## src/rtl/pipeline_hazard_controller_if.sv

```systemverilog
// Bus interface for pipeline_hazard_controller.
// The "slave" modport is the controller's view (hazard inputs in, stall/flush
// controls out); the "master" modport is the pipeline's view.
// Optional macro STALL_PERF_COUNTERS_EN adds the two stall-counter outputs.
interface pipeline_hazard_controller_if #(
  parameter int REG_ADDR = 5
);
  logic [REG_ADDR-1:0] i_id_rs1_addr;
  logic [REG_ADDR-1:0] i_id_rs2_addr;
  logic                i_id_uses_rs1;
  logic                i_id_uses_rs2;
  logic                i_ex_mem_rd;
  logic [REG_ADDR-1:0] i_ex_reg_destination;
  logic                i_ex_redirect;
  logic                i_ma_mem_req;
  logic                i_dmem_ready;
  logic                o_pc_en;
  logic                o_pc_redirect;
  logic                o_ifid_en;
  logic                o_ifid_flush;
  logic                o_idex_en;
  logic                o_idex_flush;
  logic                o_exma_en;
  logic                o_mawb_en;
  logic                o_mem_timeout;
`ifdef STALL_PERF_COUNTERS_EN
  logic [31:0]         o_load_stall_cnt;
  logic [31:0]         o_mem_stall_cnt;

  modport master (
    output i_id_rs1_addr, i_id_rs2_addr, i_id_uses_rs1, i_id_uses_rs2,
           i_ex_mem_rd, i_ex_reg_destination, i_ex_redirect,
           i_ma_mem_req, i_dmem_ready,
    input  o_pc_en, o_pc_redirect, o_ifid_en, o_ifid_flush, o_idex_en,
           o_idex_flush, o_exma_en, o_mawb_en, o_mem_timeout,
           o_load_stall_cnt, o_mem_stall_cnt
  );

  modport slave (
    input  i_id_rs1_addr, i_id_rs2_addr, i_id_uses_rs1, i_id_uses_rs2,
           i_ex_mem_rd, i_ex_reg_destination, i_ex_redirect,
           i_ma_mem_req, i_dmem_ready,
    output o_pc_en, o_pc_redirect, o_ifid_en, o_ifid_flush, o_idex_en,
           o_idex_flush, o_exma_en, o_mawb_en, o_mem_timeout,
           o_load_stall_cnt, o_mem_stall_cnt
  );
`else
  modport master (
    output i_id_rs1_addr, i_id_rs2_addr, i_id_uses_rs1, i_id_uses_rs2,
           i_ex_mem_rd, i_ex_reg_destination, i_ex_redirect,
           i_ma_mem_req, i_dmem_ready,
    input  o_pc_en, o_pc_redirect, o_ifid_en, o_ifid_flush, o_idex_en,
           o_idex_flush, o_exma_en, o_mawb_en, o_mem_timeout
  );

  modport slave (
    input  i_id_rs1_addr, i_id_rs2_addr, i_id_uses_rs1, i_id_uses_rs2,
           i_ex_mem_rd, i_ex_reg_destination, i_ex_redirect,
           i_ma_mem_req, i_dmem_ready,
    output o_pc_en, o_pc_redirect, o_ifid_en, o_ifid_flush, o_idex_en,
           o_idex_flush, o_exma_en, o_mawb_en, o_mem_timeout
  );
`endif
endinterface

```

## src/rtl/pipeline_hazard_controller.sv

```systemverilog
// Stall/flush sequencer for the 5-stage RV32I pipeline.
// Priority each cycle: data-memory freeze, EX redirect, post-redirect
// squash of stale fetches, load-use bubble, normal flow.
// Optional macro STALL_PERF_COUNTERS_EN adds free-running stall counters.
module pipeline_hazard_controller #(
  parameter int IMEM_LATENCY = 1,
  parameter int MEM_TIMEOUT  = 255,
  parameter int REG_ADDR     = 5
) (
  input  logic                         clk,
  input  logic                         rst_n,
  pipeline_hazard_controller_if.slave  bus
);
  localparam logic [0:0]  ST_RUN      = 1'b0;
  localparam logic [0:0]  ST_REDIRECT = 1'b1;
  localparam logic [3:0]  LP_LAT      = 4'(IMEM_LATENCY);
  localparam logic [15:0] LP_TIMEOUT  = 16'(MEM_TIMEOUT);

  logic [0:0]          r_fsm;
  logic [3:0]          r_rcnt;
  logic [15:0]         r_wcnt;
  logic                r_timeout;

  logic [REG_ADDR-1:0] w_ex_rd;
  logic                w_freeze;
  logic                w_rs1_hit;
  logic                w_rs2_hit;
  logic                w_load_use;
  logic                w_case_redirect;
  logic                w_case_squash;
  logic                w_case_load;
  logic [15:0]         w_wcnt_inc;

  assign w_ex_rd    = bus.i_ex_reg_destination;
  assign w_freeze   = bus.i_ma_mem_req & ~bus.i_dmem_ready;
  assign w_rs1_hit  = bus.i_id_uses_rs1 & (w_ex_rd == bus.i_id_rs1_addr);
  assign w_rs2_hit  = bus.i_id_uses_rs2 & (w_ex_rd == bus.i_id_rs2_addr);
  assign w_load_use = bus.i_ex_mem_rd & (w_ex_rd != '0) & (w_rs1_hit | w_rs2_hit);

  // One-hot view of which priority case owns this cycle (freeze is w_freeze itself)
  assign w_case_redirect = ~w_freeze & bus.i_ex_redirect;
  assign w_case_squash   = ~w_freeze & ~bus.i_ex_redirect & (r_fsm == ST_REDIRECT);
  assign w_case_load     = ~w_freeze & ~bus.i_ex_redirect & (r_fsm == ST_RUN) & w_load_use;

  // The wait counter saturates at the timeout limit instead of wrapping
  assign w_wcnt_inc = (r_wcnt == LP_TIMEOUT) ? r_wcnt : r_wcnt + 16'd1;

  assign bus.o_mem_timeout = r_timeout;

  // Decode the active priority case into stage enables and flushes; reset forces free flow
  always_comb begin
    bus.o_pc_en       = 1'b1;
    bus.o_pc_redirect = 1'b0;
    bus.o_ifid_en     = 1'b1;
    bus.o_ifid_flush  = 1'b0;
    bus.o_idex_en     = 1'b1;
    bus.o_idex_flush  = 1'b0;
    bus.o_exma_en     = 1'b1;
    bus.o_mawb_en     = 1'b1;
    if (rst_n) begin
      if (w_freeze) begin
        bus.o_pc_en   = 1'b0;
        bus.o_ifid_en = 1'b0;
        bus.o_idex_en = 1'b0;
        bus.o_exma_en = 1'b0;
        bus.o_mawb_en = 1'b0;
      end else if (w_case_redirect) begin
        bus.o_pc_redirect = 1'b1;
        bus.o_ifid_flush  = 1'b1;
        bus.o_idex_flush  = 1'b1;
      end else if (w_case_squash) begin
        bus.o_ifid_flush = 1'b1;
      end else if (w_case_load) begin
        bus.o_pc_en      = 1'b0;
        bus.o_ifid_en    = 1'b0;
        bus.o_idex_flush = 1'b1;
      end
    end
  end

  // Sequencer state, memory wait counter and sticky timeout flag
  always_ff @(posedge clk or negedge rst_n) begin
    if (!rst_n) begin
      r_fsm     <= ST_RUN;
      r_rcnt    <= '0;
      r_wcnt    <= '0;
      r_timeout <= 1'b0;
    end else if (w_freeze) begin
      r_wcnt <= w_wcnt_inc;
      if (w_wcnt_inc == LP_TIMEOUT) begin
        r_timeout <= 1'b1;
      end
    end else begin
      r_wcnt <= '0;
      if (bus.i_ex_redirect) begin
        if (IMEM_LATENCY > 0) begin
          r_fsm  <= ST_REDIRECT;
          r_rcnt <= LP_LAT;
        end else begin
          r_fsm  <= ST_RUN;
          r_rcnt <= '0;
        end
      end else if (r_fsm == ST_REDIRECT) begin
        if (r_rcnt <= 4'd1) begin
          r_rcnt <= '0;
          r_fsm  <= ST_RUN;
        end else begin
          r_rcnt <= r_rcnt - 4'd1;
        end
      end
    end
  end

`ifdef STALL_PERF_COUNTERS_EN
  logic [31:0] r_load_cnt;
  logic [31:0] r_mem_cnt;

  assign bus.o_load_stall_cnt = r_load_cnt;
  assign bus.o_mem_stall_cnt  = r_mem_cnt;

  // Count cycles in which a load-use bubble or a memory freeze owns the pipeline
  always_ff @(posedge clk or negedge rst_n) begin
    if (!rst_n) begin
      r_load_cnt <= '0;
      r_mem_cnt  <= '0;
    end else begin
      if (w_case_load) begin
        r_load_cnt <= r_load_cnt + 32'd1;
      end
      if (w_freeze) begin
        r_mem_cnt <= r_mem_cnt + 32'd1;
      end
    end
  end
`endif
endmodule

```

## src/flat_wrapper.sv

```systemverilog
// flat-port wrapper written by rule: the top's interface ports become plain ports
module pipeline_hazard_controller_flat 
#(
  parameter int IMEM_LATENCY = 1,
  parameter int MEM_TIMEOUT  = 255,
  parameter int REG_ADDR     = 5
)
  (clk, rst_n, bus_i_id_rs1_addr, bus_i_id_rs2_addr, bus_i_id_uses_rs1, bus_i_id_uses_rs2, bus_i_ex_mem_rd, bus_i_ex_reg_destination, bus_i_ex_redirect, bus_i_ma_mem_req, bus_i_dmem_ready, bus_o_pc_en, bus_o_pc_redirect, bus_o_ifid_en, bus_o_ifid_flush, bus_o_idex_en, bus_o_idex_flush, bus_o_exma_en, bus_o_mawb_en, bus_o_mem_timeout);
  pipeline_hazard_controller_if #(.REG_ADDR(REG_ADDR)) bus_i ();
  input  logic clk;
  input  logic rst_n;
  input wire logic [$bits(bus_i.i_id_rs1_addr)-1:0] bus_i_id_rs1_addr;
  input wire logic [$bits(bus_i.i_id_rs2_addr)-1:0] bus_i_id_rs2_addr;
  input wire logic [$bits(bus_i.i_id_uses_rs1)-1:0] bus_i_id_uses_rs1;
  input wire logic [$bits(bus_i.i_id_uses_rs2)-1:0] bus_i_id_uses_rs2;
  input wire logic [$bits(bus_i.i_ex_mem_rd)-1:0] bus_i_ex_mem_rd;
  input wire logic [$bits(bus_i.i_ex_reg_destination)-1:0] bus_i_ex_reg_destination;
  input wire logic [$bits(bus_i.i_ex_redirect)-1:0] bus_i_ex_redirect;
  input wire logic [$bits(bus_i.i_ma_mem_req)-1:0] bus_i_ma_mem_req;
  input wire logic [$bits(bus_i.i_dmem_ready)-1:0] bus_i_dmem_ready;
  output wire logic [$bits(bus_i.o_pc_en)-1:0] bus_o_pc_en;
  output wire logic [$bits(bus_i.o_pc_redirect)-1:0] bus_o_pc_redirect;
  output wire logic [$bits(bus_i.o_ifid_en)-1:0] bus_o_ifid_en;
  output wire logic [$bits(bus_i.o_ifid_flush)-1:0] bus_o_ifid_flush;
  output wire logic [$bits(bus_i.o_idex_en)-1:0] bus_o_idex_en;
  output wire logic [$bits(bus_i.o_idex_flush)-1:0] bus_o_idex_flush;
  output wire logic [$bits(bus_i.o_exma_en)-1:0] bus_o_exma_en;
  output wire logic [$bits(bus_i.o_mawb_en)-1:0] bus_o_mawb_en;
  output wire logic [$bits(bus_i.o_mem_timeout)-1:0] bus_o_mem_timeout;
  assign bus_i.i_id_rs1_addr = bus_i_id_rs1_addr;
  assign bus_i.i_id_rs2_addr = bus_i_id_rs2_addr;
  assign bus_i.i_id_uses_rs1 = bus_i_id_uses_rs1;
  assign bus_i.i_id_uses_rs2 = bus_i_id_uses_rs2;
  assign bus_i.i_ex_mem_rd = bus_i_ex_mem_rd;
  assign bus_i.i_ex_reg_destination = bus_i_ex_reg_destination;
  assign bus_i.i_ex_redirect = bus_i_ex_redirect;
  assign bus_i.i_ma_mem_req = bus_i_ma_mem_req;
  assign bus_i.i_dmem_ready = bus_i_dmem_ready;
  assign bus_o_pc_en = bus_i.o_pc_en;
  assign bus_o_pc_redirect = bus_i.o_pc_redirect;
  assign bus_o_ifid_en = bus_i.o_ifid_en;
  assign bus_o_ifid_flush = bus_i.o_ifid_flush;
  assign bus_o_idex_en = bus_i.o_idex_en;
  assign bus_o_idex_flush = bus_i.o_idex_flush;
  assign bus_o_exma_en = bus_i.o_exma_en;
  assign bus_o_mawb_en = bus_i.o_mawb_en;
  assign bus_o_mem_timeout = bus_i.o_mem_timeout;
  pipeline_hazard_controller #(.IMEM_LATENCY(IMEM_LATENCY), .MEM_TIMEOUT(MEM_TIMEOUT), .REG_ADDR(REG_ADDR)) u_core (.clk(clk), .rst_n(rst_n), .bus(bus_i));
endmodule
```

## config.mk

```make
export PLATFORM = sky130hd
export DESIGN_NAME = pipeline_hazard_controller_flat
export DESIGN_NICKNAME = d
export VERILOG_FILES = /design/src/rtl/pipeline_hazard_controller_if.sv /design/src/rtl/pipeline_hazard_controller.sv /design/src/flat_wrapper.sv
export SDC_FILE = /design/constraint.sdc
export NUM_CORES = 1
export LEC_CHECK = 0
export ABC_AREA = 1
export BUFFER_PORTS_ARGS = -buffer_cell sky130_fd_sc_hd__buf_2
export CAP_MARGIN = 10
export CELL_PAD_IN_SITES_DETAIL_PLACEMENT = 0
export CELL_PAD_IN_SITES_GLOBAL_PLACEMENT = 1
export CORE_ASPECT_RATIO = 1.5
export CORE_MARGIN = 2
export CORE_UTILIZATION = 25
export CTS_BUF_LIST = sky130_fd_sc_hd__clkbuf_4
export DETAILED_ROUTE_END_ITERATION = 8
export PLACE_DENSITY_LB_ADDON = 0.1
export SETUP_SLACK_MARGIN = 0.05
export SLEW_MARGIN = 20
export SYNTH_ARGS = -nofsm -noshare
export SYNTH_HDL_FRONTEND = slang
export SYNTH_SLANG_ARGS = --single-unit
```

## constraint.sdc

```tcl
create_clock -name clk -period 1.96 [get_ports clk]
set_input_delay 0.098 -clock clk [delete_from_list [all_inputs] [get_ports clk]]
set_output_delay 0.098 -clock clk [all_outputs]
set_load 0.02 [all_outputs]
```

==> results.json, run 1 <==
{
  "status": "completed",
  "drv_slew": 0,
  "synthCells": 231,
  "worst_slew_pin_slew_ps": 461,
  "power_leakage_nw": 0.900,
  "critical_path_peak_fanout": 12,
  "async_flop_share": 1.00,
  "syn2layout_area_growth_pct": 18.4,
  "initial_core_util": 0.261,
  "drt_iter0_drc": 48,
  "post-place-cells": 333,
  "hold_viol": 0,
  "fin_nets": 291,
  "critPathCaptureType": "register",
  "synth_area_leaders": "dfrtp_1, nand2_1, nor2_1",
  "syn_area_um2": 1610,
  "fp.dieH_um": 102,
  "setup_viol": 0,
  "drive_gt1_frac": 0.231,
  "num_rows": 35,
  "slew_headroom": 0.689,
  "ys_types": 31,
  "yosysWarnings": 0,
  "drc_errors": 0,
  "cts_max_level": 1,
  "dieWidth_um": 69.6,
  "grt_overflow": 0,
  "finalCritPeriodShare": 0.892,
  "final_area_um2": 1910,
  "syn-num-nets": 257,
  "start_kind": "register",
  "grt_max_degree": 23,
  "cts_buffer_depth": 2,
  "wl_per_cell_um": 13.2,
  "grt_pass1_wl_mm": 7.39,
  "hpwl_mm": 3.70,
  "synth_edf_count": 0,
  "clock-sinks": 22,
  "critPathRequiredTime_ps": 2220,
  "diodes": 0,
  "pwr_density_cell_nw_per_um2": 611,
  "cap_violations": 0,
  "port_buffers": 31,
  "ir_drop_v": 0.000344,
  "final_antenna_net_count": 0,
  "num_vias": 1531,
  "mostFrequentLayoutCells": "nand2_1, buf_2, nor2_1, inv_1, dfrtp_1",
  "post_cts.repair.setup_buffers": 0,
  "fin_crit_ps": 1750,
  "synth_flop_cell": "dfrtp_1",
  "synth_top_area_frac": 0.342,
  "critPathArrivalTime_ps": 2010,
  "dieArea_um2": 7120,
  "grt_pass1_vias": 1559,
  "cts_inserted_buffers": 3,
  "yosysTopAreaCell": "dfrtp_1",
  "tritoncts": "built",
  "grt_use_total": 0.133,
  "cts-root-buf": "clkbuf_4",
  "rsz0062_at_grt": "false",
  "place.gp.congestion": 0.793,
  "insertion_delay_ps": 320,
  "regToRegSetupSlack_ps": 210,
  "path_class": "register to register",
  "fmax_mhz": 572,
  "path_clk_slew_ps": 140,
  "antenna_found_initial": 0,
  "synth-seq-area-share": 0.342,
  "totalWireLength_mm": 4.45,
  "hold_class": "input port to register",
  "finClkSkew_ps": 8.71,
  "final_common_cell": "nand2_1",
  "core_um2": 6170,
  "setup_tns_ps": 0,
  "drt_pre_antenna_iters": 4,
  "instances_no_fill": 338,
  "fillers": 717,
  "utilization": 0.309,
  "io_pins": 32,
  "place_area_um2": 1840,
  "viasPerCell": 4.53,
  "synth.ff_latch_count": 22,
  "avgSynthCellArea_um2": 6.98
}
layer usage:
layer / vias to the layer above / GRT usage / share of wire
met3: 6 / 0.0187 / 0.030
met4: 0 / 0.0483 / 0.018
met1: 692 / 0.148 / 0.42
met2: 30 / 0.255 / 0.54
li1: 803 / - / -
met5: - / 0 / 0
final timing paths:
path	end	depth (start not counted)	startpoint
max	u_core.bus.o_mem_timeout	11	u_core.r_wcnt[1]
min	u_core.r_fsm	3	bus_i_ex_redirect
max reg2reg	u_core.bus.o_mem_timeout	11	u_core.r_wcnt[1]
min reg2reg	u_core.bus.o_mem_timeout	2	u_core.bus.o_mem_timeout
max in group asynchronous	u_core.r_wcnt[0]	3	rst_n
min in group asynchronous	u_core.r_rcnt[3]	3	rst_n
synthesized netlist by cell type, types with 4 or more instances:
cell	count
a21oi_1	17
nor2_1	30
xnor2_1	5
nand2_1	58
nand3_1	12
o21ai_0	4
dfrtp_1	22
xor2_1	6
nand2_2	4
nand4_1	6
inv_1	28
o21ai_2	5
nor2_2	6
cell families (layout without fill, tap and decap cells):
| kind of cell | after synthesis | in the layout | synth area share |
|---|---|---|---|
| simple gates | 125 | 125 | 0.353 |
| fa+ha+maj | 3 | 3 | 0.0233 |
| xor+xnor | 11 | 11 | 0.0598 |
| flops | 22 | 22 | 0.342 |
| compound gates | 34 | 34 | 0.127 |
| buf+inv | 36 | 69 | 0.0955 |
state kept, by name, summed over array words and instances (netlist names):
| register | count |
|---|---|
| u_core.r_wcnt | 16 |
| u_core.r_rcnt | 4 |
| u_core.bus.o_mem_timeout | 1 |
| u_core.r_fsm | 1 |
area by class of cell:
class / instances / area [um2] / share of cell area
inverter: 31 / 116 / 0.0610
clock buffer: 3 / 22.5 / 0.0118
tap: 74 / 92.6 / 0.0485
timing repair buffer: 34 / 180 / 0.0944
sequential: 22 / 552 / 0.289
multi-input combinational: 173 / 915 / 0.479
clock inverter: 1 / 30.0 / 0.0157
stage by stage:
step	worst slack, ps	hold slack [ps]	total power [mW]
after detailed placement	129	194	0.819
after global placement	159	193	0.825
final	211	104	1.17
after global routing	54.9	128	1.26
after floorplan	409	-198	0.723
after CTS	79.1	105	1.19
where the power goes:
part / switching [mW] / leakage (nW) / internal, mW / total, mW
registers: 0.0339 / 0.293 / 0.493 / 0.527
logic: 0.163 / 0.579 / 0.116 / 0.279
clock network: 0.154 / 0.0279 / 0.207 / 0.361
total: 0.351 / 0.900 / 0.816 / 1.17
worst max-delay path, cell delays in order, from the launching register on:
cell and delay [ps]:
dfrtp_1 420, ha_2 230, nand3_2 170, nor2_4 220
nand2_4 130, nand2_1 110, nand2_1 50, inv_1 40
nand2_1 40, nor2_1 100, nand3_1 80, nand2_1 80
what timing repair did:
item / 4_1_cts / 5_1_grt
gates resized for setup: 0 / 3
hold endpoints to repair: 22 / 0
hold buffers: 1 / 0
setup endpoints to repair: 0 / 1
Note: power is estimated with default switching activity, not from simulation.
==> run 2: changes to the inputs <==
clock period = 2.1 ns   (was 1.96 ns; I/O delays follow)
==> run 2 against run 1 <==
  * Non-clock buffer count did not move
  * Worst hold slack improved by 1.6 ps
  * Fmax fell by 7.0%
  * Sequential cell count unchanged
  * Clock-buffer cell count unchanged
==> results.json, run 2 (same netlist as run 1, synthesis figures left out) <==
{
  "hold_path.startpoint": "bus_i_ex_redirect",
  "start_kind": "register",
  "fin_crit_ps": 1880,
  "rr_endpoint": "u_core.bus.o_mem_timeout",
  "core_um2": 6170,
  "cts-root-buf": "clkbuf_4",
  "fillers": 703,
  "critPathCaptureType": "register",
  "hpwl_mm": 3.65,
  "fin_nets": 291,
  "drc_errors": 0,
  "place.gp.congestion": 0.781,
  "path_clk_slew_ps": 140,
  "grt_overflow": 0,
  "hold_slack_ps": 106,
  "hold_class": "input port to register",
  "comb_power_share": 0.240,
  "finClkSkew_ps": 5.60,
  "p_sw_uw": 333,
  "tritoncts": "built",
  "setup_viol": 0,
  "reg2reg_depth": 11,
  "clock-sinks": 22,
  "critical_path.cell_chain": "ha_1 > nand3_2 > nor2_4 > nand2_2 > nand2_1 > nand2_1 > inv_1 > nand2_1 > nor2_1 > nand3_1 > nand2_1",
  "wl_per_cell_um": 13.1,
  "drt_iter0_drc": 63,
  "crit_buf_inv": 1,
  "setup_tns_ps": 0,
  "cp_slowest_stage_delay_ps": 450,
  "largest_register": "u_core.r_wcnt",
  "critPathRequiredTime_ps": 2370,
  "final_area_um2": 1900,
  "cts_inserted_buffers": 3,
  "post_cts.repair.setup_buffers": 0,
  "grt_use_total": 0.133,
  "viasPerCell": 4.52,
  "slew_headroom": 0.676,
  "drive_gt1_frac": 0.223,
  "path_class": "register to register",
  "grt_max_degree": 23,
  "drt_pre_antenna_iters": 4,
  "swShare": 0.304,
  "critPathArrivalTime_ps": 2150,
  "final_common_cell": "nand2_1",
  "mostFrequentLayoutCells": "nand2_1, buf_2, nor2_1, inv_1, dfrtp_1",
  "crit-reg2reg-launch": "u_core.r_wcnt[0]",
  "hold_viol": 0,
  "num_vias": 1527,
  "power_leakage_nw": 0.903,
  "final_antenna_net_count": 0,
  "diodes": 0,
  "cp_slowest_cell": "dfrtp_1",
  "top_regs": "u_core.r_wcnt: 16 flops, u_core.r_rcnt: 4 flops",
  "post-place-cells": 333,
  "p_int_uw": 761,
  "crit_family": "simple AND/OR/NAND/NOR gates",
  "critical_path_peak_fanout": 12,
  "insertion_delay_ps": 320,
  "p_total_mw": 1.09,
  "cts_buffer_depth": 2,
  "io_pins": 32,
  "cp_common_cell": "nand2_1",
  "holdPathEnd": "u_core.r_fsm",
  "antenna_found_initial": 0,
  "num_rows": 35,
  "clock_power_share": 0.310,
  "totalWireLength_mm": 4.43,
  "pwr_density_cell_nw_per_um2": 576,
  "cap_violations": 0,
  "dieWidth_um": 69.6,
  "dieArea_um2": 7120,
  "place_area_um2": 1840,
  "p_seq_frac": 0.450,
  "status": "completed",
  "multi_input_area_um2": 907,
  "finalCritPeriodShare": 0.895,
  "drv_slew": 0,
  "grt_pass1_vias": 1586,
  "port_buffers": 31,
  "worst_slew_pin_slew_ps": 481,
  "regToRegSetupSlack_ps": 220,
  "instances_no_fill": 338,
  "syn2layout_area_growth_pct": 17.9,
  "ir_drop_v": 0.000357,
  "initial_core_util": 0.261,
  "largest_reg_flops": 16,
  "min_path_cells": 3,
  "fp.dieH_um": 102,
  "rsz0062_at_grt": "false",
  "seq_area_um2": 551,
  "grt_pass1_wl_mm": 7.40,
  "fmax_mhz": 532,
  "cts_max_level": 1
}
## run 2: how the worst max path moves through the flow
| stage | startpoint | end | slack [ps] | cells after the start |
|---|---|---|---|---|
| 6_report | u_core.r_wcnt[0] | u_core.bus.o_mem_timeout | 220 | 11 |
| 5_1_grt | u_core.r_wcnt[0] | u_core.bus.o_mem_timeout | 50 | 11 |
| 4_1_cts | u_core.r_wcnt[0] | u_core.bus.o_mem_timeout | 210 | 11 |
| 3_5_place_dp | u_core.r_wcnt[0] | u_core.bus.o_mem_timeout | 270 | 11 |
| 3_3_place_gp | u_core.r_wcnt[0] | u_core.bus.o_mem_timeout | 310 | 11 |
| 2_1_floorplan | u_core.r_wcnt[0] | u_core.bus.o_mem_timeout | 550 | 11 |
## run 2: worst min-delay path: cells and delay by family
kind | cells | cell delay [ps]
buf+inv | 1 | 120
simple gates | 2 | 170
## run 2: area by class of cell
type                    instances  share of cell area
clock buffers                   3              0.0119
clock inverters                 1              0.0158
inverters                      31              0.0613
multi-input cells             173               0.478
flip-flops and latches         22               0.290
well taps                      74              0.0487
repair buffers                 34              0.0949
## run 2: metrics by stage
step | worst slack (ps) | util
floorplan | 549 | -
global placement | 307 | 0.297
detailed placement | 266 | 0.297
CTS | 209 | 0.308
global route | 50.7 | 0.308
finish | 220 | 0.308
## run 2: what timing repair did
| item | in CTS | in global routing |
|---|---|---|
| resized for setup | 0 | 0 |
| hold endpoints to repair | 22 | 0 |
| hold buffers | 1 | 0 |
## run 2: routing by layer
metal  vias to the layer above  routed length, um  global-route usage  part of all wire
met3                         6                106              0.0158             0.024
met4                         0                 80              0.0483             0.018
met2                        27               2400               0.265              0.54
met1                       696               1840               0.144              0.42
li1                        798                  -                   -                 -
met5                         -                  0                   0                 0
## run 2: power by group through the flow
| stage | registers (mW) | logic (mW) | clock network, mW |
|---|---|---|---|
| floorplan | 0.492 | 0.183 | 0 |
| global placement | 0.502 | 0.268 | 0 |
| detailed placement | 0.501 | 0.264 | 0 |
| CTS | 0.493 | 0.267 | 0.356 |
| global route | 0.499 | 0.310 | 0.371 |
| finish | 0.492 | 0.262 | 0.339 |
==> run 3: changes to the inputs <==
ABC_AREA = unset   (was 1)
==> run 3 against run 2 <==
  * Routed wire length shrank 8.5%
  * Highest routed layer unchanged
  * Non-clock buffer count grew 8
  * Sequential power shrank 5.7%
  * First-iteration DRC count shrank 13%
  * Critical path depth shrank 4
  * Clock skew grew 13 ps
  * Synthesized cell count shrank 28%
==> results.json, run 3 <==
{
  "status": "completed",
  "num_vias": 1389,
  "hold_class": "input port to register",
  "critPathCaptureType": "register",
  "largest_register": "u_core.r_wcnt",
  "mostFrequentLayoutCells": "buf_2, nor2_1, dfrtp_1, nand2_1, xor2_1",
  "io_pins": 32,
  "rr_endpoint": "u_core.bus.o_mem_timeout",
  "critPathArrivalTime_ps": 2130,
  "finClkSkew_ps": 19.0,
  "top_regs": "u_core.r_wcnt: 16 flops, u_core.r_rcnt: 4 flops",
  "fin_nets": 232,
  "fin_ws_ps": 228,
  "fp.dieH_um": 101,
  "final_common_cell": "buf_2",
  "antenna_found_initial": 0,
  "cts_inserted_buffers": 3,
  "crit-reg2reg-launch": "u_core.r_wcnt[0]",
  "crit_path_start": "u_core.r_wcnt[0]",
  "core_um2": 6090,
  "grt_pass1_vias": 1356,
  "pre_cts_ws_ps": 93.2,
  "hpwl_mm": 3.19,
  "async_flop_share": 1.00,
  "cts_buffer_depth": 2,
  "regToRegSetupSlack_ps": 230,
  "critical_path_peak_fanout": 6,
  "grt_overflow": 0,
  "reg2reg_depth": 7,
  "path_clk_slew_ps": 150,
  "yosysWarnings": 0,
  "hold_viol": 0,
  "drt_iter0_drc": 55,
  "post-place-cells": 271,
  "fmax_mhz": 534,
  "critPathRequiredTime_ps": 2350,
  "syn_area_um2": 1560,
  "wl_per_cell_um": 14.5,
  "largest_reg_flops": 16,
  "avgSynthCellArea_um2": 9.32,
  "pwr_density_cell_nw_per_um2": 519,
  "hold_slack_ps": 67.7,
  "tritoncts": "built",
  "hold_path.startpoint": "bus_i_ex_redirect",
  "cp_slowest_cell": "dfrtp_2",
  "instances_no_fill": 279,
  "syn-num-nets": 193,
  "drive_gt1_frac": 0.312,
  "drc_errors": 0,
  "syn2layout_area_growth_pct": 21.9,
  "synth_common_cells": "nor2_1, dfrtp_1, nand2_1",
  "ir_drop_v": 0.000204,
  "path_class": "register to register",
  "clock-sinks": 22,
  "yosysTopAreaCell": "dfrtp_1",
  "synth-seq-area-share": 0.354,
  "rsz0062_at_grt": "false",
  "synth_flop_cell": "dfrtp_1",
  "grt_max_degree": 17,
  "synth.most_common_cell": "nor2_1",
  "cp_slowest_stage_delay_ps": 460,
  "worst_slew_pin_slew_ps": 459,
  "cts-root-buf": "clkbuf_4",
  "drt_pre_antenna_iters": 4,
  "synth_top_area_frac": 0.354,
  "setup_tns_ps": 0,
  "place.gp.congestion": 0.775,
  "ys_types": 47,
  "dieArea_um2": 6890,
  "dieWidth_um": 68.4,
  "fin_crit_ps": 1870,
  "initial_core_util": 0.256,
  "setup_viol": 0,
  "min_path_cells": 2,
  "cap_violations": 0,
  "grt_use_total": 0.128,
  "cp-endpoint": "u_core.bus.o_mem_timeout",
  "grt_pass1_wl_mm": 6.65,
  "cts_max_level": 1,
  "drv_slew": 0,
  "power_leakage_nw": 0.812,
  "port_buffers": 31,
  "start_kind": "register",
  "synth_area_leaders": "dfrtp_1, xor2_1, nor2_1",
  "diodes": 0,
  "critical_path.cell_chain": "ha_2 > and3_2 > nand4_1 > xor2_1 > nand2_1 > nor4b_2 > a41o_1",
  "finalCritPeriodShare": 0.891,
  "final_antenna_net_count": 0,
  "insertion_delay_ps": 330,
  "synth.ff_latch_count": 22,
  "viasPerCell": 4.98,
  "synthCells": 167,
  "totalWireLength_mm": 4.05,
  "synth_edf_count": 0,
  "num_rows": 35,
  "slew_headroom": 0.693
}
==> run 3: cell families after synthesis <==
kind of cell	share of synthesized area
mux	0.00643
xor+xnor	0.123
fa+ha+maj	0.0241
flops	0.354
simple gates	0.324
compound gates	0.129
buf+inv	0.0394
==> run 3: layer usage <==
layer,share of wire,GRT usage,up-vias
met5,0,0,-
met4,0.015,0.0415,0
met3,0.023,0.0179,4
met2,0.55,0.229,23
met1,0.41,0.152,679
li1,-,-,683
==> run 3: worst min-delay path by stage <==
stage	endpoint	slack, ps
6_report	u_core.r_rcnt[3]	70
5_1_grt	u_core.r_rcnt[2]	60
4_1_cts	u_core.r_rcnt[3]	60
3_5_place_dp	u_core.r_wcnt[4]	40
3_3_place_gp	u_core.r_wcnt[7]	40
2_1_floorplan	u_core.bus.o_mem_timeout	-190
==> run 3: power breakdown <==
group / internal [mW] / switching, mW / total, mW
Clock: 0.193 / 0.150 / 0.343
Sequential: 0.441 / 0.0233 / 0.464
Combinational: 0.0769 / 0.101 / 0.177
Total: 0.711 / 0.274 / 0.985
==> run 3: final cells by class <==
type / instances / area (um2)
inverter: 3 / 11.3
tap: 74 / 92.6
clock inverter: 1 / 30.0
multi-input combinational: 134 / 948
clock buffer: 3 / 22.5
fill: 641 / 4190
sequential: 22 / 553
timing repair buffer: 42 / 240
==> run 3: what timing repair did <==
| action | CTS | global route |
|---|---|---|
| resized for setup | 1 | 3 |
| endpoints found under the hold margin | 11 | 0 |
| setup buffers | 0 | 3 |
| hold buffers | 1 | 0 |
| setup endpoints to repair | 1 | 1 |
| pin swaps | 0 | 3 |
==> run 3: worst max-delay path, delay by kind of cell, from the launching register on <==
kind            cells  cell delay (ps)
compound gates      1              190
fa+ha+maj           1              220
simple gates        4              740
flops               1              460
xor+xnor            1              180
==> run 3: stage by stage <==
stage	total power [mW]	instance area (um2)	utilization
after floorplan	0.576	1560	-
after global placement	0.648	1810	0.297
after detailed placement	0.648	1810	0.297
after CTS	0.993	1870	0.307
after global routing	1.04	1900	0.312
final	0.985	1900	0.312
